**config.mk**
```make
export PLATFORM = sky130hd
export DESIGN_NAME = arashi_thread_tracker
export DESIGN_NICKNAME = d
export VERILOG_FILES = /design/src/rtl/arashi_thread_tracker.sv
export SDC_FILE = /design/constraint.sdc
export NUM_CORES = 1
export LEC_CHECK = 0
export ABC_CLOCK_PERIOD_IN_PS = 3900
export CORE_ASPECT_RATIO = 0.7
export CORE_MARGIN = 2
export CORE_UTILIZATION = 35
export CTS_CLUSTER_SIZE = 30
export DETAILED_ROUTE_END_ITERATION = 7
export PLACE_DENSITY = 0.56
export SLEW_MARGIN = 0
export SYNTH_ARGS = -nofsm -noshare
export SYNTH_HDL_FRONTEND = slang
export SYNTH_SLANG_ARGS = --single-unit
```
**constraint.sdc**
```tcl
create_clock -name clk -period 3.9 [get_ports clk]
set_clock_uncertainty 0.15 [all_clocks]
set_input_delay 1.17 -clock clk [delete_from_list [all_inputs] [get_ports clk]]
set_output_delay 1.17 -clock clk [all_outputs]
set_load 0.02 [all_outputs]
```
**src/rtl/arashi_thread_tracker.sv**
```systemverilog
// rtl/arashi_thread_tracker.sv - per-thread READY/STALL/WAIT lifecycle tracker
// Produces the registered issue-eligible vector that feeds the thread arbiter.
module arashi_thread_tracker #(
   parameter int THREAD_NUM_WIDTH = 2,
   parameter int STALL_WIDTH      = 4,
   localparam int THREAD_NUM      = 1 << THREAD_NUM_WIDTH
) (
   input  logic                        clk,
   input  logic                        rstn,
   input  logic                        start_valid,
   input  logic [THREAD_NUM_WIDTH-1:0] start_tid,
   input  logic                        grant_valid,
   input  logic [THREAD_NUM_WIDTH-1:0] grant_tid,
   input  logic [STALL_WIDTH-1:0]      grant_stall,
   input  logic                        grant_wait,
   input  logic                        wake_valid,
   input  logic [THREAD_NUM_WIDTH-1:0] wake_tid,
   input  logic                        kill_valid,
   input  logic [THREAD_NUM_WIDTH-1:0] kill_tid,
   output logic [THREAD_NUM-1:0]       avail,
   output logic [THREAD_NUM_WIDTH:0]   active_cnt,
   output logic                        err
);

   typedef enum logic [1:0] {
      T_IDLE  = 2'd0,
      T_READY = 2'd1,
      T_STALL = 2'd2,
      T_WAIT  = 2'd3
   } thread_state_t;

   thread_state_t            state_q [THREAD_NUM];
   thread_state_t            state_d [THREAD_NUM];
   logic [STALL_WIDTH-1:0]   cnt_q   [THREAD_NUM];
   logic [STALL_WIDTH-1:0]   cnt_d   [THREAD_NUM];
   logic [THREAD_NUM-1:0]    start_hit, grant_hit, wake_hit, kill_hit;
   logic [THREAD_NUM_WIDTH:0] active_d;
   logic                     err_d;

   always_comb begin
      for (int i = 0; i < THREAD_NUM; i++) begin
         start_hit[i] = start_valid && (start_tid == THREAD_NUM_WIDTH'(i));
         grant_hit[i] = grant_valid && (grant_tid == THREAD_NUM_WIDTH'(i));
         wake_hit[i]  = wake_valid  && (wake_tid  == THREAD_NUM_WIDTH'(i));
         kill_hit[i]  = kill_valid  && (kill_tid  == THREAD_NUM_WIDTH'(i));
      end
   end

   always_comb begin
      err_d    = err;
      active_d = '0;
      for (int i = 0; i < THREAD_NUM; i++) begin
         state_d[i] = state_q[i];
         cnt_d[i]   = cnt_q[i];

         // Stall countdown runs unless a winning event overrides it below.
         if (state_q[i] == T_STALL) begin
            if (cnt_q[i] <= STALL_WIDTH'(1)) begin
               state_d[i] = T_READY;
               cnt_d[i]   = '0;
            end else begin
               cnt_d[i] = cnt_q[i] - STALL_WIDTH'(1);
            end
         end

         if (kill_hit[i]) begin
            state_d[i] = T_IDLE;
            cnt_d[i]   = '0;
         end else if (grant_hit[i]) begin
            if (state_q[i] == T_READY) begin
               if (grant_wait) begin
                  state_d[i] = T_WAIT;
                  cnt_d[i]   = '0;
               end else if (grant_stall != '0) begin
                  state_d[i] = T_STALL;
                  cnt_d[i]   = grant_stall;
               end
            end
         end else if (wake_hit[i]) begin
            if (state_q[i] == T_WAIT) state_d[i] = T_READY;
         end else if (start_hit[i]) begin
            if (state_q[i] == T_IDLE) state_d[i] = T_READY;
         end

         if (start_hit[i] && (kill_hit[i] || state_q[i] != T_IDLE)) err_d = 1'b1;
         if (grant_hit[i] && state_q[i] != T_READY) err_d = 1'b1;

         active_d = active_d + {{THREAD_NUM_WIDTH{1'b0}}, (state_d[i] != T_IDLE)};
      end
   end

   always_ff @(posedge clk) begin
      if (!rstn) begin
         for (int i = 0; i < THREAD_NUM; i++) begin
            state_q[i] <= T_IDLE;
            cnt_q[i]   <= '0;
         end
         active_cnt <= '0;
         err        <= 1'b0;
      end else begin
         for (int i = 0; i < THREAD_NUM; i++) begin
            state_q[i] <= state_d[i];
            cnt_q[i]   <= cnt_d[i];
         end
         active_cnt <= active_d;
         err        <= err_d;
      end
   end

   always_comb begin
      for (int i = 0; i < THREAD_NUM; i++) avail[i] = (state_q[i] == T_READY);
   end

endmodule
```
Word-level counts from Yosys, hierarchy flattened
Memory sizes are Yosys's and may differ from the RTL's.
Cells that the tools add are included.
W data, S select, Z words.
- ROM bits: 0
- output and inout port bits: 8
- bits in writable memories: 24
- logic and storage cells: 187
- flip-flop bits (word level): 4
- bits in latches: 0
- memories: 2
- $lt $le $gt $ge: 4
- reductions and logical operators: 46
- shifts and indexed selects: 0
- mux-type cells: 90
- equal/unequal tests: 28
- bitwise gates (word level): 8
- div/mod/pow operators: 0
- multipliers: 0
- add/sub/neg operators: 7
- memories (memory ; depth ; bits a word ; read ports ; clocked after Yosys merged registers in ; wr ports ; line ; text):
    cnt_q ; 4 ; 4 ; 4 ; 0 ; 4 ; 34 ; logic [STALL_WIDTH-1:0] cnt_q [THREAD_NUM];
    state_q ; 4 ; 2 ; 4 ; 0 ; 4 ; 32 ; thread_state_t state_q [THREAD_NUM];
- operator list (operator ; count):
    $mux W4 ; 32
    $mux W2 ; 48
    $eq A2 B2 Y1 const B ; 16
    $logic_and A1 B1 Y1 ; 24
    $eq A2 B1 Y1 const B ; 8
    $le A4 B1 Y1 const B ; 4
    $logic_not A2 Y1 ; 8
    $reduce_bool A2 Y1 ; 8
    $sub A4 B1 Y4 const B ; 4
    $mux W1 ; 10
    $ne A2 B1 Y1 const B ; 4
    $or A1 B1 Y1 ; 8
    $reduce_bool A8 Y1 ; 1
    $logic_or A1 B1 Y1 ; 4
    $reduce_bool A4 Y1 ; 1
    $add A2 B1 Y3 ; 1
    $add A3 B1 Y3 ; 1
    $add A1 B1 Y2 ; 1

Logic depth before layout (Yosys ltp)
Gate-level depths: netlist of run 1.
- depth after elaboration: 12
- mapped depth: 11

Worst setup path after synthesis of run 1
No wires, ideal clock.
- path type: input port to flip-flop
- start: in grant_tid[1]
- end: reg active_cnt[1]
- buffers on the path: 0
- library setup time: 115 ps
- data required time: 3635 ps
- arrival: 3179 ps
- stages on the path: 8
- slack: 456 ps
- cell sequence: nor3b_1 nand3_1 and2_1 a21boi_0 fa_1 ha_1 ha_1 and2_1
- cells in the longest elaborated chain, start to end: 8
- RTL lines (what ; line ; text):
    start, declared ; 13 ; input logic [THREAD_NUM_WIDTH-1:0] grant_tid,
    $eq A2 B1 Y1 or $logic_not A2 Y1 (tied branches) ; 43 ; grant_hit[i] = grant_valid && (grant_tid == THREAD_NUM_WIDTH'(i));
    $logic_and A1 B1 Y1 ; 43 ;
    $mux W2 ; 69 ; end else if (grant_hit[i]) begin
    $mux W2 ; 66 ; if (kill_hit[i]) begin
    $reduce_bool A2 Y1 ; 88 ; active_d = active_d + {{THREAD_NUM_WIDTH{1'b0}}, (state_d[i] != T_IDLE)};
    $add A1 B1 Y2 ; 88 ;
    $add A2 B1 Y3 ; 88 ;
    $add A3 B1 Y3 (*) ; 88 ;
    net active_d[1] ; 37 ; logic [THREAD_NUM_WIDTH:0] active_d;
    end signal, assigned ; 105 ; active_cnt <= active_d;
    end, declared ; 21 ; output logic [THREAD_NUM_WIDTH:0] active_cnt,
The timed path passes the listed nets; every way through them passes the cells marked *.
A chain may end at the register's enable or synchronous reset.

Worst setup path after layout of run 1
- start: in grant_stall[2]
- end: reg active_cnt[1]
- cells in the longest elaborated chain, start to end: 10
- RTL lines (what ; line ; text):
    start, declared ; 14 ; input logic [STALL_WIDTH-1:0] grant_stall,
    $reduce_bool A4 Y1 (*) ; 74 ; end else if (grant_stall != '0) begin
    $mux W2 ; 74 ;
    $mux W2 ; 71 ; if (grant_wait) begin
    $mux W2 ; 70 ; if (state_q[i] == T_READY) begin
    $mux W2 ; 69 ;
    $mux W2 ; 66 ;
    $reduce_bool A2 Y1 ; 88 ;
    $add A1 B1 Y2 ; 88 ;
    $add A2 B1 Y3 ; 88 ;
    $add A3 B1 Y3 (*) ; 88 ;
    net active_d[1] ; 37 ;
Marked as above.

==> impl_metrics.yaml, run 1 <==
route:
  drc: 0
  first_iter_violations: 180
  detail_route.wl_per_cell_um: 14.9
  wirelength_um: 5420
  dr_wl_met3_um: 350
  dr.pass1.iters: 5
  met1_length_um: 2800
  wl_met2_um: 2260
  vias_per_cell: 5.35
  final_antenna_net_count: 0
  num_vias: 1948
  routed.top_layer: "met4"
global_route:
  grt_max_degree: 16
  antenna_found_initial: 0
  grt_pass1_wl_um: 8840
  grt_usage_pct: 18.4
  grt_pass1_vias: 1769
  grt.overflow.total: 0
die:
  boundaryPins: 27
  die_x_um: 93.1
  rows: 22
  die_area_mm2: 0.00617
  initial_core_util_pct: 36.8
  die_height_um: 66.3
  coreArea_mm2: 0.00529
synthesis:
  ys_seq_area_share_pct: 28.8
  synth_edf_count: 0
  async_flop_share_pct: 0
  yosysUniqueCellTypes: 52
  synth_ff_type: "dfxtp_1"
  ys_ff_latch: 28
  syn_nets: 275
  synth_cells: 245
  avgSynthCellArea_um2: 7.93
  syn-cell-area_mm2: 0.00194
  yosys_warnings: 0
sta:
  tns_ns: 0
  hold_viol_final: 0
  post-route-period-util_pct: 96.0
  setup_viol: 0
  fmax_mhz: 267
  slew-limit-headroom_pct: 65.4
  report.final.slew_viol_count: 0
  rsz0062_at_grt: "false"
  min_period_ns: 3.74
  tightest_slew_ns: 0.515
finish:
  flow.area_growth_from_synthesis_pct: 28.3
  fin_nets: 323
  layout_common_cells: "nand2_1, dfxtp_1, nor2_1, clkdlybuf4s50_1, buf_4"
  stdcell_area_mm2: 0.00249
  n_fill_cell: 529
  final_util_pct: 47.2
  multi_input_area_mm2: 0.00132
  diodes: 0
  drive_gt1_share_pct: 12.0
  seqCellArea_um2: 561
cts:
  cts_htree_levels: 1
  cts-root-buf: "clkbuf_8"
  clk_path_buf_depth: 2
  clkTransAtPathRegs_ns: 0.10
  cts_hold_buffers: 0
  cts_tree: "built"
  clock-sinks: 28
  cts_buffers: 3
  clock_latency_ns: 0.28
setup_path:
  crit_fanout: 4
  r2r_end: "active_cnt[1]"
  reg2reg_depth: 11
  crit_start: "grant_stall[2]"
  cp-endpoint: "active_cnt[1]"
  crit_type: "input port to register"
  crit_required_ns: 3.93
  reg2reg_slack_ns: 0.98
  critPathCaptureType: "register"
  cp-start-kind: "input port"
  r2r-start: "cnt_q[1][0]"
  worstPathArrival_ns: 3.78
power:
  p_per_area_mw_per_mm2: 246
  leakagePower_nw: 0.948
  ir_drop_mv: 0.120
run_status:
  status: "finished clean"
hold_path:
  hold_depth: 2
  min_path_type: "register to register"
placed_design:
  routabilityCongestion: 0.834
  dp_hpwl_um: 4210
  postPlaceCellArea_mm2: 0.00244
  io_buffers: 26
flow_run:
  maxCapViolCount: 0
[power by group]
group	internal, mW	total [mW]	switching, mW
registers	0.293	0.299	0.00615
logic	0.0632	0.127	0.0633
clock network	0.0907	0.189	0.0980
[routing by layer]
| metal | GRT usage [%] | vias up |
|---|---|---|
| li1 | - | 981 |
| met1 | 27.8 | 912 |
| met2 | 27.5 | 53 |
| met3 | 3.31 | 2 |
| met4 | 2.21 | 0 |
| met5 | 0 | - |
[worst max-delay path, stage by stage]
cell and delay [ns]:
clkdlybuf4s50_1 0.46, nor4_4 0.42, and2b_4 0.21, o21ai_0 0.08, o2bb2ai_1 0.14, o21a_1 0.20
fa_1 0.47, ha_1 0.21, ha_1 0.26, and2_1 0.15
[worst min path at each step]
stage | from | endpoint | slack, ns
after floorplan | state_q[0][1] | state_q[0][1] | 0.38
after global placement | state_q[3][0] | state_q[3][1] | 0.43
after detailed placement | state_q[0][1] | state_q[0][1] | 0.43
after CTS | state_q[0][1] | state_q[0][1] | 0.44
after global routing | state_q[3][0] | state_q[3][1] | 0.46
final | state_q[0][1] | state_q[0][1] | 0.44
[kinds of logic (layout without fill, tap and decap cells)]
family          Yosys count  after routing  synth area share, %
simple gates            122            122                 34.8
fa+ha+maj                11             11                 7.47
xor+xnor                  7              7                 3.16
flops                    28             28                 28.8
buf+inv                  17             64                 3.35
compound gates           60             60                 22.4
[cell usage after synthesis (4+ instances only)]
cell	count	area (µm²)
and2_1	5	31.3
dfxtp_1	28	561
o21ai_0	5	25.0
nand2_1	28	105
o2bb2ai_1	4	35.0
nor3_1	5	25.0
nand2b_1	6	37.5
clkbuf_1	4	15.0
nor3b_1	4	30.0
inv_1	12	45.0
ha_1	10	125
nor2_1	26	97.6
nand3_1	5	25.0
nor2b_1	15	93.8
a22oi_1	8	60.1
o31ai_1	4	30.0
xor2_1	4	35.0
nand3b_1	6	45.0
nor4_1	6	37.5
a211oi_1	5	37.5
a21oi_1	8	40.0
[what timing repair did]
| action | 4_1_cts | 5_1_grt |
|---|---|---|
| endpoints found under the setup margin | 0 | 2 |
| setup buffers | 0 | 0 |
| gates resized for setup | 0 | 1 |
| endpoints found under the hold margin | 0 | 0 |
[state kept, by name (all words and copies together), names as in the netlist]
name        count
cnt_q          16
state_q         8
active_cnt      3
err             1
[metrics by stage]
stage / power (mW) / hold slack [ns] / worst slack, ns / cells
6_report: 0.614 / 0.439 / 0.156 / 364
5_1_grt: 0.644 / 0.461 / 0.000458 / 364
4_1_cts: 0.625 / 0.442 / 0.0865 / 364
3_5_place_dp: 0.430 / 0.425 / -0.193 / 360
3_3_place_gp: 0.431 / 0.429 / -0.196 / 360
2_1_floorplan: 0.360 / 0.378 / 0.456 / 245
[layout make-up]
cell class              instances  share of cell area, %
inverters                      12                   1.81
well taps                      72                   3.61
repair buffers                 48                   17.1
clock buffers                   4                   2.21
flip-flops and latches         28                   22.5
multi-input cells             200                   52.8
(Power assumes the default switching activity.)
==> inputs of run 2 (changes only) <==
--- a/config.mk
+++ b/config.mk
@@ -8,10 +8,11 @@
 export ABC_CLOCK_PERIOD_IN_PS = 3900
 export CORE_ASPECT_RATIO = 0.7
 export CORE_MARGIN = 2
-export CORE_UTILIZATION = 35
+export CORE_UTILIZATION = 55
 export CTS_CLUSTER_SIZE = 30
 export DETAILED_ROUTE_END_ITERATION = 7
-export PLACE_DENSITY = 0.56
+export PLACE_DENSITY = 0.81
+export RECOVER_POWER = 50
 export SLEW_MARGIN = 0
 export SYNTH_ARGS = -nofsm -noshare
 export SYNTH_HDL_FRONTEND = slang
==> run 2 against run 1 <==
Compared with the run above: clock power down 17%; fmax decreased by 0.62%; final area decreased by 2.7%; final cell count shrank 6.9%; first-iteration DRC count fell by 23%; critical path depth up 1; via count is 1.2% lower; critical path type unchanged; sequential power hardly changed; sequential share of layout area rose by 0.63 points; total power down 6.3%.
==> impl_metrics.yaml, run 2 (synthesis results as in run 1) <==
run_status:
  status: "finished clean"
placed_design:
  io_buffers: 26
  post-place-cells: 336
  post-place-ws_ns: -0.148
  routabilityCongestion: 0.935
  postPlaceCellArea_mm2: 0.00240
  dp_hpwl_um: 3910
sta:
  tightest_slew_ns: 0.506
  rsz0062_at_grt: "false"
  min_period_ns: 3.77
  whs_ns: 0.468
  tns_ns: 0
  fmax_mhz: 265
  post-route-period-util_pct: 96.6
  hold_viol_final: 0
  setup_viol: 0
  setup_slack_ns: 0.133
  report.final.slew_viol_count: 0
  slew-limit-headroom_pct: 66.0
setup_path:
  worst_path_max_delay_cell: "clkdlybuf4s50_1"
  path_cells: "clkdlybuf4s50_1 -> nor4_4 -> clkbuf_4 -> buf_4 -> nor2_1 -> o211ai_1 -> o21a_1 -> fa_1 -> ha_1 -> ha_1 -> and2_1"
  cpMostUsedCell: "ha_1"
  crit_required_ns: 3.92
  cp-start-kind: "input port"
  max_stage_delay_ns: 0.46
  path_buf_inv: 3
  worstPathArrival_ns: 3.79
  cp_top_family: "adder cells"
  critPathCaptureType: "register"
  crit_type: "input port to register"
  crit_fanout: 3
global_route:
  grt.overflow.total: 0
  globalRouteMet3Util_pct: 4.49
  grt_usage_pct: 26.9
  grt_max_degree: 15
  grt_pass1_wl_um: 8090
  grt_use_met2_pct: 40.4
  grt_pass1_vias: 1705
  grt_use_met1_pct: 40.2
  antenna_found_initial: 0
  top_usage_layer: "met2"
cts:
  cts_buffers: 3
  postCtsSetupBuffers: 0
  clkTransAtPathRegs_ns: 0.09
  cts_htree_levels: 1
  cts_resized: 0
  cts_tree: "built"
  cts-root-buf: "clkbuf_8"
  clk_path_buf_depth: 2
  clock_latency_ns: 0.27
  clock-sinks: 28
  cts_hold_buffers: 0
power:
  p_per_area_mw_per_mm2: 237
  netSwitchingFraction_pct: 26.7
  power.total_uw: 576
  pwr-share-comb_pct: 21.0
  p_sw_uw: 154
  leakagePower_nw: 0.931
  p_seq_share_pct: 51.9
  internal-power_uw: 422
  ir_drop_mv: 0.200
  clkPwrFrac_pct: 27.1
die:
  die_height_um: 53.7
  initial_core_util_pct: 56.4
  boundaryPins: 27
  coreArea_mm2: 0.00345
  rows: 18
  die_x_um: 75.0
  die_area_mm2: 0.00403
route:
  first_iter_violations: 139
  drc: 0
  final_antenna_net_count: 0
  dr.pass1.iters: 5
  vias_per_cell: 5.68
  num_vias: 1924
  wirelength_um: 4950
  detail_route.wl_per_cell_um: 14.6
finish:
  fin_nets: 321
  regMostFlops: "cnt_q"
  diodes: 0
  stdcell_area_mm2: 0.00243
  reg.largest.list: "cnt_q x16, state_q x8, active_cnt x3"
  largest_reg_flops: 16
  stdcell_count: 339
  layout_common_cells: "nand2_1, dfxtp_1, nor2_1, clkdlybuf4s50_1, buf_4"
  flow.area_growth_from_synthesis_pct: 24.9
  final_util_pct: 70.4
  drive_gt1_share_pct: 10.0
hold_path:
  min_path_type: "register to register"
flow_run:
  maxCapViolCount: 0
-- run 2: changes by cell type in the layout (fill, tap and decap cells not counted), moves of 2 or more --
cell,previous run,this run
clkbuf_1,0,2
clkdlybuf4s50_1,26,22
dlygate4sd3_1,0,4
buf_4,22,17
-- run 2: metal layers --
metal | share of wire, % | wire (µm)
met5 | 0 | 0
met4 | 0.73 | 36
met3 | 5.7 | 283
met2 | 43 | 2110
met1 | 51 | 2520
-- run 2: area by class of cell --
type                    instances  area (µm²)
multi-input cells             200        1310
fillers                       293        1020
inverters                      12        45.0
well taps                      50        62.6
clock buffers                   3        41.3
repair buffers                 46         403
flip-flops and latches         28         561
-- run 2: worst paths after layout --
| path | cells after the start | startpoint | end | slack (ns) |
|---|---|---|---|---|
| worst max-delay path | 11 | grant_stall[0] | active_cnt[1] | 0.13 |
| worst min-delay path | 2 | state_q[3][0] | state_q[3][1] | 0.47 |
| worst max register to register | 11 | cnt_q[0][0] | active_cnt[1] | 0.90 |
| worst min register to register | 2 | state_q[3][0] | state_q[3][1] | 0.47 |
-- run 2: tightest hold or removal path, cell delays in order, from the launching register on --
cell and delay [ns]:
dfxtp_1 0.37, a21oi_1 0.16, nor2_1 0.05
-- run 2: power groups by stage --
stage                     Clock (mW)  Combinational [mW]  Sequential, mW
after floorplan                    0              0.0516           0.309
after global placement             0               0.120           0.305
after detailed placement           0               0.121           0.305
after CTS                      0.162               0.122           0.299
after global routing           0.172               0.131           0.300
final                          0.156               0.121           0.299
